===== src/rtl/stream_rr_arbiter_if.sv =====
// Packet-stream bundle for the round-robin arbiter:
// NUM_REQ input streams in, one registered stream out.
interface stream_rr_arbiter_if #(
  parameter int NUM_REQ    = 4,
  parameter int DATA_WIDTH = 8
);
  localparam int ID_W = $clog2(NUM_REQ);

  logic [NUM_REQ-1:0]            valid_s;
  logic [NUM_REQ-1:0]            ready_s;
  logic [NUM_REQ*DATA_WIDTH-1:0] data_s;
  logic [NUM_REQ-1:0]            last_s;
  logic                          valid_m;
  logic                          ready_m;
  logic [DATA_WIDTH-1:0]         data_m;
  logic                          last_m;
  logic [ID_W-1:0]               id_m;

  modport master (
    input  valid_s, data_s, last_s, ready_m,
    output ready_s, valid_m, data_m, last_m, id_m
  );

  modport slave (
    output valid_s, data_s, last_s, ready_m,
    input  ready_s, valid_m, data_m, last_m, id_m
  );
endinterface


===== src/rtl/stream_rr_arbiter.sv =====
// Round-robin N:1 packet arbiter with a one-deep
// registered output relay; grants held per packet.
module stream_rr_arbiter #(
  parameter int NUM_REQ    = 4,
  parameter int DATA_WIDTH = 8
) (
  input logic                clk,
  input logic                rst_n,
  stream_rr_arbiter_if.master bus
);
  localparam int ID_W = $clog2(NUM_REQ);

  typedef enum logic {
    IDLE,
    LOCKED
  } state_e;

  state_e                state_q, state_d;
  logic [ID_W-1:0]       gnt_q, gnt_d;
  logic [ID_W-1:0]       ptr_q, ptr_d;
  logic                  valid_q, valid_d;
  logic [DATA_WIDTH-1:0] data_q, data_d;
  logic                  last_q, last_d;
  logic [ID_W-1:0]       id_q, id_d;

  logic [ID_W-1:0]       sel;
  logic                  sel_vld;
  logic [ID_W:0]         sum;
  logic [ID_W-1:0]       idx;
  logic                  can_load;
  logic                  xfer;
  logic [NUM_REQ-1:0]    ready_s;
  logic [DATA_WIDTH-1:0] data_arr [NUM_REQ];

  for (genvar g = 0; g < NUM_REQ; g++) begin : g_unpack
    assign data_arr[g] =
      bus.data_s[g*DATA_WIDTH +: DATA_WIDTH];
  end

  // Pick the source: locked grant, else first valid from ptr.
  always_comb begin
    sel     = '0;
    sel_vld = 1'b0;
    sum     = '0;
    idx     = '0;
    if (state_q == LOCKED) begin
      sel     = gnt_q;
      sel_vld = 1'b1;
    end else begin
      for (int k = 0; k < NUM_REQ; k++) begin
        sum = {1'b0, ptr_q} + (ID_W+1)'(k);
        if (sum >= (ID_W+1)'(NUM_REQ))
          sum = sum - (ID_W+1)'(NUM_REQ);
        idx = sum[ID_W-1:0];
        if (!sel_vld && bus.valid_s[idx]) begin
          sel     = idx;
          sel_vld = 1'b1;
        end
      end
    end
  end

  // Accept into the relay only when it is empty or draining.
  always_comb begin
    can_load = !valid_q || bus.ready_m;
    ready_s  = '0;
    if (sel_vld && can_load)
      ready_s[sel] = 1'b1;
    xfer = sel_vld && can_load && bus.valid_s[sel];
  end

  // Relay load/drain and packet lock bookkeeping.
  always_comb begin
    state_d = state_q;
    gnt_d   = gnt_q;
    ptr_d   = ptr_q;
    valid_d = valid_q;
    data_d  = data_q;
    last_d  = last_q;
    id_d    = id_q;
    if (xfer) begin
      valid_d = 1'b1;
      data_d  = data_arr[sel];
      last_d  = bus.last_s[sel];
      id_d    = sel;
      if (bus.last_s[sel]) begin
        state_d = IDLE;
        if (sel == ID_W'(NUM_REQ - 1))
          ptr_d = '0;
        else
          ptr_d = sel + ID_W'(1);
      end else begin
        state_d = LOCKED;
        gnt_d   = sel;
      end
    end else if (bus.ready_m) begin
      valid_d = 1'b0;
    end
  end

  // State and output registers.
  always_ff @(posedge clk or negedge rst_n) begin
    if (!rst_n) begin
      state_q <= IDLE;
      gnt_q   <= '0;
      ptr_q   <= '0;
      valid_q <= 1'b0;
      data_q  <= '0;
      last_q  <= 1'b0;
      id_q    <= '0;
    end else begin
      state_q <= state_d;
      gnt_q   <= gnt_d;
      ptr_q   <= ptr_d;
      valid_q <= valid_d;
      data_q  <= data_d;
      last_q  <= last_d;
      id_q    <= id_d;
    end
  end

  assign bus.ready_s = ready_s;
  assign bus.valid_m = valid_q;
  assign bus.data_m  = data_q;
  assign bus.last_m  = last_q;
  assign bus.id_m    = id_q;
endmodule


===== src/flat_wrapper.sv =====
// flat-port wrapper written by rule: the top's interface ports become plain ports
module stream_rr_arbiter_flat 
#(
  parameter int NUM_REQ    = 4,
  parameter int DATA_WIDTH = 8
)
  (clk, rst_n, bus_valid_s, bus_data_s, bus_last_s, bus_ready_m, bus_ready_s, bus_valid_m, bus_data_m, bus_last_m, bus_id_m);
  stream_rr_arbiter_if #(.NUM_REQ(NUM_REQ), .DATA_WIDTH(DATA_WIDTH)) bus_i ();
  input logic clk;
  input logic rst_n;
  input wire logic [$bits(bus_i.valid_s)-1:0] bus_valid_s;
  input wire logic [$bits(bus_i.data_s)-1:0] bus_data_s;
  input wire logic [$bits(bus_i.last_s)-1:0] bus_last_s;
  input wire logic [$bits(bus_i.ready_m)-1:0] bus_ready_m;
  output wire logic [$bits(bus_i.ready_s)-1:0] bus_ready_s;
  output wire logic [$bits(bus_i.valid_m)-1:0] bus_valid_m;
  output wire logic [$bits(bus_i.data_m)-1:0] bus_data_m;
  output wire logic [$bits(bus_i.last_m)-1:0] bus_last_m;
  output wire logic [$bits(bus_i.id_m)-1:0] bus_id_m;
  assign bus_i.valid_s = bus_valid_s;
  assign bus_i.data_s = bus_data_s;
  assign bus_i.last_s = bus_last_s;
  assign bus_i.ready_m = bus_ready_m;
  assign bus_ready_s = bus_i.ready_s;
  assign bus_valid_m = bus_i.valid_m;
  assign bus_data_m = bus_i.data_m;
  assign bus_last_m = bus_i.last_m;
  assign bus_id_m = bus_i.id_m;
  stream_rr_arbiter #(.NUM_REQ(NUM_REQ), .DATA_WIDTH(DATA_WIDTH)) u_core (.clk(clk), .rst_n(rst_n), .bus(bus_i));
endmodule

===== config.mk =====
export PLATFORM = sky130hd
export DESIGN_NAME = stream_rr_arbiter_flat
export DESIGN_NICKNAME = d
export VERILOG_FILES = /design/src/rtl/stream_rr_arbiter_if.sv /design/src/rtl/stream_rr_arbiter.sv /design/src/flat_wrapper.sv
export SDC_FILE = /design/constraint.sdc
export NUM_CORES = 1
export LEC_CHECK = 0
export ABC_AREA = 1
export BUFFER_PORTS_ARGS = -buffer_cell sky130_fd_sc_hd__buf_2
export CAP_MARGIN = 20
export CORE_ASPECT_RATIO = 0.6
export CORE_MARGIN = 2
export CORE_UTILIZATION = 50
export CTS_BUF_LIST = sky130_fd_sc_hd__clkbuf_4 sky130_fd_sc_hd__clkbuf_8 sky130_fd_sc_hd__clkbuf_16
export DETAILED_ROUTE_END_ITERATION = 16
export HOLD_SLACK_MARGIN = 0.03
export PLACE_DENSITY = 0.9
export SYNTH_ARGS = -nofsm -noshare
export SYNTH_HDL_FRONTEND = slang
export SYNTH_SLANG_ARGS = --single-unit

===== constraint.sdc =====
create_clock -name clk -period 2.2 [get_ports clk]
set_input_delay 0.44 -clock clk [delete_from_list [all_inputs] [get_ports clk]]
set_output_delay 0.44 -clock clk [all_outputs]
set_load 0.1 [all_outputs]

==> results.md, run 1 <==
Outcome:
- The run finished, with violations left.
- The checks that failed: negative setup slack.

CTS:
- Clock tree synthesis found a total of 17 sinks.
- Counting along the longest clock path gives a buffer depth of 2.
- The clock buffer count from CTS is 3.
- The root cell of the clock tree is clkbuf_8.
- Buffers inserted to repair hold after CTS numbered 0.
- The clock tree from TritonCTS is yes.
- The CTS H-tree depth is 1.
- Clock-pin slew was measured on the worst setup and hold paths at approximately 80 ps.
- The clock insertion delay at the later pin of the skew report is 280 ps.

Worst setup path:
- Traced cell by cell, the critical path runs through clkinvlp_4 > nand2_2 > nand2_4 > nand2_4 > nand3_2 > nor2_4 > nor2_4 > nand2_4 > buf_4 > ha_4 > inv_2 > nor2_4 > buf_12.
- For the worst setup path, the data required time is about 1800 ps.
- The kind of start point of the critical path is a flop.
- Together, buffers and inverters on the worst path number 4.
- The kind of cell with the highest combined delay on the critical path is simple AND/OR/NAND/NOR gates.
- STA classifies the critical path endpoint as an output port.
- For this design, the slowest cell found on the critical path is dfrtp_2.
- The slack of the worst reg-to-reg path is -520 ps.
- The critical path is of the reg2out type.
- Of all nets on the critical path, the largest fanout is 7.
- The data arrival time of the critical path is around 2300 ps.
- The delay of the slowest critical-path stage is 490 ps.

Logic synthesis:
- In this run the cell area of the synthesized design comes to 1590 um^2.
- By area the synthesized netlist is led by nand2_1, dfrtp_1, nand3_1.
- The number of nets in the synthesized netlist is 301.
- The synthesis warning total is 0.
- The share of the Yosys chip area taken by registers is 0.268.
- The largest area contributor in the synthesized netlist is nand2_1.
- Yosys mapped the design onto 22 distinct sky130hd cell types.
- Each instance of the synthesized netlist takes up on average 6.21 um^2.
- The share of synthesized area in the top cell type comes to 0.288.
- The synthesized design contains 17 register bits.
- In the synthesized netlist, the number of instances is 256.

Timing:
- The final hold violation count is 0.
- Setup repair after global routing could not meet its margin everywhere.
- In the finished design, the share of the clock period the worst path needs comes to 1.26.
- The transition time at the pin with the least slew margin is 586 ps.
- Counting I/O delays and the setup requirement, the final critical path takes approximately 2800 ps.
- The count of endpoints failing setup in the final report is 21.
- Across all setup checks in the final design, the least slack found is -576 ps.
- The final number of max-transition violations is 0.
- The maximum clock skew at final layout is 9.88 ps.
- In this run the tightest slew margin relative to its limit is 0.609.
- For this run, the top clock speed supported by timing is 360 MHz.

Detailed routing:
- The routed layout has 2433 vias.
- The number of nets with antenna violations after routing is 0.
- After detailed routing, the number of vias per cell comes to 6.18.
- The DRC marker count from the first detailed-route iteration is 316.
- The wire length per cell is 20.1 um.
- The first TritonRoute pass finished after 7 iterations.
- The DRC violation count after routing is 0.
- The total length of routed wires is 7.92 mm.

Cells and area:
- Leaving out fill and tap cells, the most frequent cells in the layout are nand2_1, buf_2, buf_4, nand2_2, inv_1.
- The most common library cell in the layout ignoring fill and taps is nand2_1.
- The share of layout cells above drive strength 1 is 0.540.
- The growth of design area from synthesis to finish is 71.7%.
- After the last flow step, the layout net total stands at 398.
- The count of placed standard cells in the final layout, fillers left out is 394.
- The repair_antennas step left the layout with diodes totalling 0.

Floorplanning:
- The area enclosed by the die boundary is 3660 um^2.
- The number of rows created at floorplan is 15.
- The overall die width is 76.8 um.
- The count of pins on the block boundary is 59.
- The core region is approximately 3000 um^2.
- The overall die height is 47.7 um.
- The starting utilization of the core area is 0.540.

Place:
- The half-perimeter wire length after detailed placement is about 3.5 mm.
- The placer's final routability congestion estimate is 0.853.
- The quantity of I/O buffers inserted on ports is 58.
- Counting tap cells, the placed design contains a total of 375 instances.

Global routing:
- The initial antenna violation count is 0.
- For this run, the total global-route usage over all layers was measured as 0.335.
- The via count of the first global-routing pass is 1857.
- After global routing the overflow that remains totals 0.
- The largest net degree at the start of global routing is 25.
- The first-pass GRT wire length is 9.06 mm.

Min path:
- The path class of the tightest hold or removal check is in2async.

Job:
- The number of maximum-capacitance constraint violations is 0.
logic make-up after synthesis:
| family | after synthesis | synth area share |
|---|---|---|
| and+or+nand+nor | 185 | 0.539 |
| buffers and inverters | 40 | 0.123 |
| DFF | 17 | 0.268 |
| AOI/OAI and AO/OA | 12 | 0.0551 |
| adders and majority gates | 2 | 0.0157 |
Yosys cell counts, drive strengths merged:
cell and n:
nand2 143, inv 30, nand3 30, dfrtp 17, buf 9, o211ai 8
nor2 6, nand4 4, o21ai 4, ha 2, nor3 2, clkbuf 1
path summary, 6_finish.rpt:
check | startpoint | endpoint | cells after the start
min reg2reg | u_core.bus.last_m$_DFFE_PN0P_ | u_core.bus.last_m$_DFFE_PN0P_ | 2
max | u_core.ptr_q[0]$_DFFE_PN0P_ | bus_ready_s[2] | 13
max in group asynchronous | rst_n | u_core.ptr_q[0]$_DFFE_PN0P_ | 1
max reg2reg | u_core.ptr_q[0]$_DFFE_PN0P_ | u_core.gnt_q[1]$_DFFE_PN0P_ | 19
min in group clk | bus_ready_m | u_core.bus.valid_m$_DFFE_PN0P_ | 2
min | rst_n | u_core.bus.data_m[6]$_DFFE_PN0P_ | 1
per-stage QoR:
| stage | setup TNS [ps] | cell area [um^2] | hold slack [ps] | utilization | worst slack, ps |
|---|---|---|---|---|---|
| final | -9250 | 2730 | 80.4 | 0.927 | -576 |
| after global routing | -10990 | 2730 | 122 | 0.927 | -631 |
| after CTS | -5990 | 2490 | 94.2 | 0.846 | -387 |
| after detailed placement | -3860 | 2180 | 371 | 0.741 | -240 |
| after global placement | -2840 | 2180 | 373 | 0.741 | -180 |
| after floorplan | -1240 | 1650 | 144 | - | -368 |
area by class of cell:
type	instances	area (um^2)
Multi-Input combinational cell	200	1300
Timing Repair Buffer	100	773
Sequential cell	17	427
Fill cell	98	216
Inverter	30	125
Tap cell	42	52.6
Clock buffer	4	48.8
Timing Repair inverter	1	7.51
sequential cells by signal, summed over array words and instances, names as in the netlist:
register,flops
u_core.state_q,1
u_core.bus.data_m,8
u_core.ptr_q,2
u_core.bus.valid_m,1
u_core.gnt_q,2
u_core.bus.id_m,2
u_core.bus.last_m,1
routing by layer:
| layer | up-vias | share of wire | global-route usage |
|---|---|---|---|
| met4 | 0 | 0.091 | 0.127 |
| met1 | 1053 | 0.35 | 0.419 |
| met5 | - | 0 | 0 |
| met2 | 289 | 0.43 | 0.577 |
| li1 | 998 | - | - |
| met3 | 93 | 0.13 | 0.0981 |
what timing repair did:
| action | 4_1_cts | 5_1_grt |
|---|---|---|
| gates resized for setup | 30 | 49 |
| gates cloned | 3 | 1 |
| setup endpoints to repair | 21 | 21 |
| buffers inserted | 8 | 4 |
| pin swaps | 8 | 21 |
Power of run 1 is left out: the tool's default activity adds up to more than one toggle a clock period on the data nets, which glitch-free logic cannot reach.
==> inputs of run 2 (changes only) <==
--- a/config.mk
+++ b/config.mk
@@ -15,6 +15,7 @@
 export DETAILED_ROUTE_END_ITERATION = 16
 export HOLD_SLACK_MARGIN = 0.03
 export PLACE_DENSITY = 0.9
+export REMOVE_ABC_BUFFERS = 1
 export SYNTH_ARGS = -nofsm -noshare
 export SYNTH_HDL_FRONTEND = slang
 export SYNTH_SLANG_ARGS = --single-unit
==> run 2 against run 1 <==
The flow still finishes with violations (negative setup slack). Worst hold slack gained 24 ps. Sequential share of layout area up 0.90 points. Critical path depth increased by 1. Cell count is 0.25% higher. Clock skew is 3.9 ps lower. Non-clock buffer count is 1 higher. Global-route usage increased by 1.8 points. Highest routed layer unchanged.
==> results.md, run 2 (synthesis results as in run 1) <==
Floorplanning:
- In this run the standard cell core region covers 2950 um^2.
- The die covers 3660 um^2.
- During I/O placement, the number of pins put on the boundary was 59.
- The overall die width is roughly 77 um.
- The initial utilization of the core area, before any placement, comes to 0.540.
- The die is about 48 um tall.
- The number of rows created at floorplan is 15.

Timing:
- For the pin with the worst max-slew slack, the measured transition is between 500 and 600 ps.
- The highest achievable clock rate is approximately 360 MHz.
- The final number of max-transition violations is 0.
- The final hold violation count is 0.
- The post-route fraction of the period consumed by the critical path is 1.26.
- The minimum setup slack in the final design is -579 ps.
- The time the final worst path needs with I/O delays and setup is ~2800 ps.
- The count of endpoints failing setup in the final report is 21.
- Setup repair after global routing could not meet its margin everywhere.
- Between clock sinks in the finished design, the worst skew comes to 6.01 ps.
- The worst max-slew margin expressed relative to the limit is 0.627.

Detailed routing:
- The detailed router finished its first iteration with about 250 violations.
- The DRC violation count after routing is 0.
- After detailed routing, the average wire length per cell comes to between 15 and 20 um.
- The number of nets with antenna violations after routing is 0.
- For this block, the routed nets add up to 6.83 mm of wire.
- The detailed-routing iteration count for the pre-antenna-repair pass is 6.
- The via count of the routed design is 2237.
- The average via count per standard cell is 5.66.

CTS:
- The number of clock sinks is 17.
- In this run the number of H-tree levels came out at 1.
- The root cell of the clock tree is clkbuf_8.
- The clock buffer count from CTS is 3.
- The number of hold buffers added after CTS was 0.
- Clock latency on the worst-skew pair, taken at its later pin, is 260 ps.
- The clock edge transition at the registers on the reported setup and hold paths is 70 ps.
- The number of buffers on the longest clock path is 2.
- The clock tree from TritonCTS is yes.

Worst setup path:
- STA classifies the critical path endpoint as an output port.
- The category of the most critical setup path is reg2out.
- STA classifies the critical path startpoint as a flop.
- The reg-to-reg startpoint is u_core.ptr_q[0]$_DFFE_PN0P_.
- The cell count of the worst reg-to-reg path is 20.
- In this run the worst path has a maximum fanout of 5.
- At the worst endpoint, the required time is around 1800 ps.
- The terminus of the critical flop-to-flop path is u_core.gnt_q[1]$_DFFE_PN0P_.
- The slack of the worst reg-to-reg path is -500 ps.
- Data arrives at the worst endpoint at about 2300 ps.

Cells and area:
- Of the cells placed in the final design, the portion with a size suffix greater than 1 is 0.524.
- Leaving out fill and tap cells, the most frequent cell in the layout is nand2_1.
- The final layout contains 399 nets.
- The number of antenna repair diodes is 0.
- Leaving out fill and tap cells, the most frequent cells in the layout are nand2_1, buf_2, nand2_2, buf_4, inv_1.
- The flip-flop count of the largest register, all copies and words added is 8.
- Relative to the synthesized area, the layout overhead comes to 62.3%.

Global routing:
- The total overflow left after global routing is 0.
- The via count of the first global-routing pass is 2029.
- Entering global routing, the biggest net connects 19 pins.
- The first global-routing pass estimated 9.72 mm of wire.
- The initial antenna violation count was 0.
- The overall fraction of global-route tracks in use is 0.354.

Min path:
- The path class of the lowest-slack min-delay path is in2async.

Job:
- The number of maximum-capacitance constraint violations is 0.

Outcome:
- The checks that failed: negative setup slack.
- The flow ran to the end, but the final reports show violations.

Place:
- At the placement stage, the worst setup path has a slack of -257 ps.
- Buffers placed on the I/O ports in this run total 58.
- The half-perimeter wire length after detailed placement is about 3.6 mm.
- The placer's final routability congestion estimate is between 0.8 and 0.9.
run 2: changes by cell type in the layout (fill, tap and decap cells not counted), moves of 2 or more:
cell / before / now
buf_12: 8 / 4
buf_6: 2 / 8
inv_4: 3 / 5
nand2_2: 32 / 39
nand2_4: 11 / 5
nand3_1: 13 / 19
nand3_2: 12 / 7
run 2: critical path, cell delays in order (launching register included):
cell and delay, ps:
dfrtp_2 480, clkinvlp_4 180, nand2_2 90, nand2_2 90
nand2_2 100, nand2_1 60, nor2_2 140, nand3_1 110
nand3_2 80, nand2_2 70, nand2_4 140, ha_4 170
inv_4 40, nor2_4 130, buf_12 190
run 2: metal layers:
layer  track usage  part of all wire
met5             0                 0
met4         0.178             0.056
met3         0.108              0.12
met2         0.598              0.44
met1         0.432              0.38
run 2: how the worst max path moves through the flow:
stage / end / depth (start not counted) / slack, ps / startpoint
final: bus_ready_s[3] / 14 / -580 / u_core.ptr_q[0]$_DFFE_PN0P_
after CTS: bus_ready_s[3] / 14 / -390 / u_core.ptr_q[0]$_DFFE_PN0P_
after global placement: bus_ready_s[3] / 14 / -210 / bus_valid_s[0]
after global routing: bus_ready_s[0] / 15 / -650 / u_core.ptr_q[1]$_DFFE_PN0P_
after floorplan: bus_ready_s[0] / 10 / -2000 / u_core.ptr_q[0]$_DFFE_PN0P_
after detailed placement: bus_ready_s[0] / 15 / -260 / bus_valid_s[2]
run 2: layout make-up:
| cell class | count | area (um^2) |
|---|---|---|
| Clock buffer | 4 | 48.8 |
| Fill cell | 137 | 365 |
| Inverter | 30 | 125 |
| Multi-Input combinational cell | 200 | 1210 |
| Sequential cell | 17 | 427 |
| Tap cell | 42 | 52.6 |
| Timing Repair Buffer | 101 | 711 |
| Timing Repair inverter | 1 | 7.51 |
run 2: through the flow:
stage	util	setup TNS (ps)	area, um^2	std cells	hold slack (ps)
finish	0.876	-9870	2580	395	105
global route	0.876	-11080	2580	395	127
CTS	0.836	-5970	2460	391	110
detailed placement	0.722	-1600	2130	375	381
global placement	0.722	-834	2130	375	376
floorplan	-	-6350	1510	246	144
run 2: what timing repair did:
action | in CTS | in global routing
pin swaps | 30 | 23
resized for setup | 49 | 27
buffers inserted | 11 | 4
gates cloned | 2 | 0
setup endpoints to repair | 12 | 21
Power of run 2 is left out for the same reason.
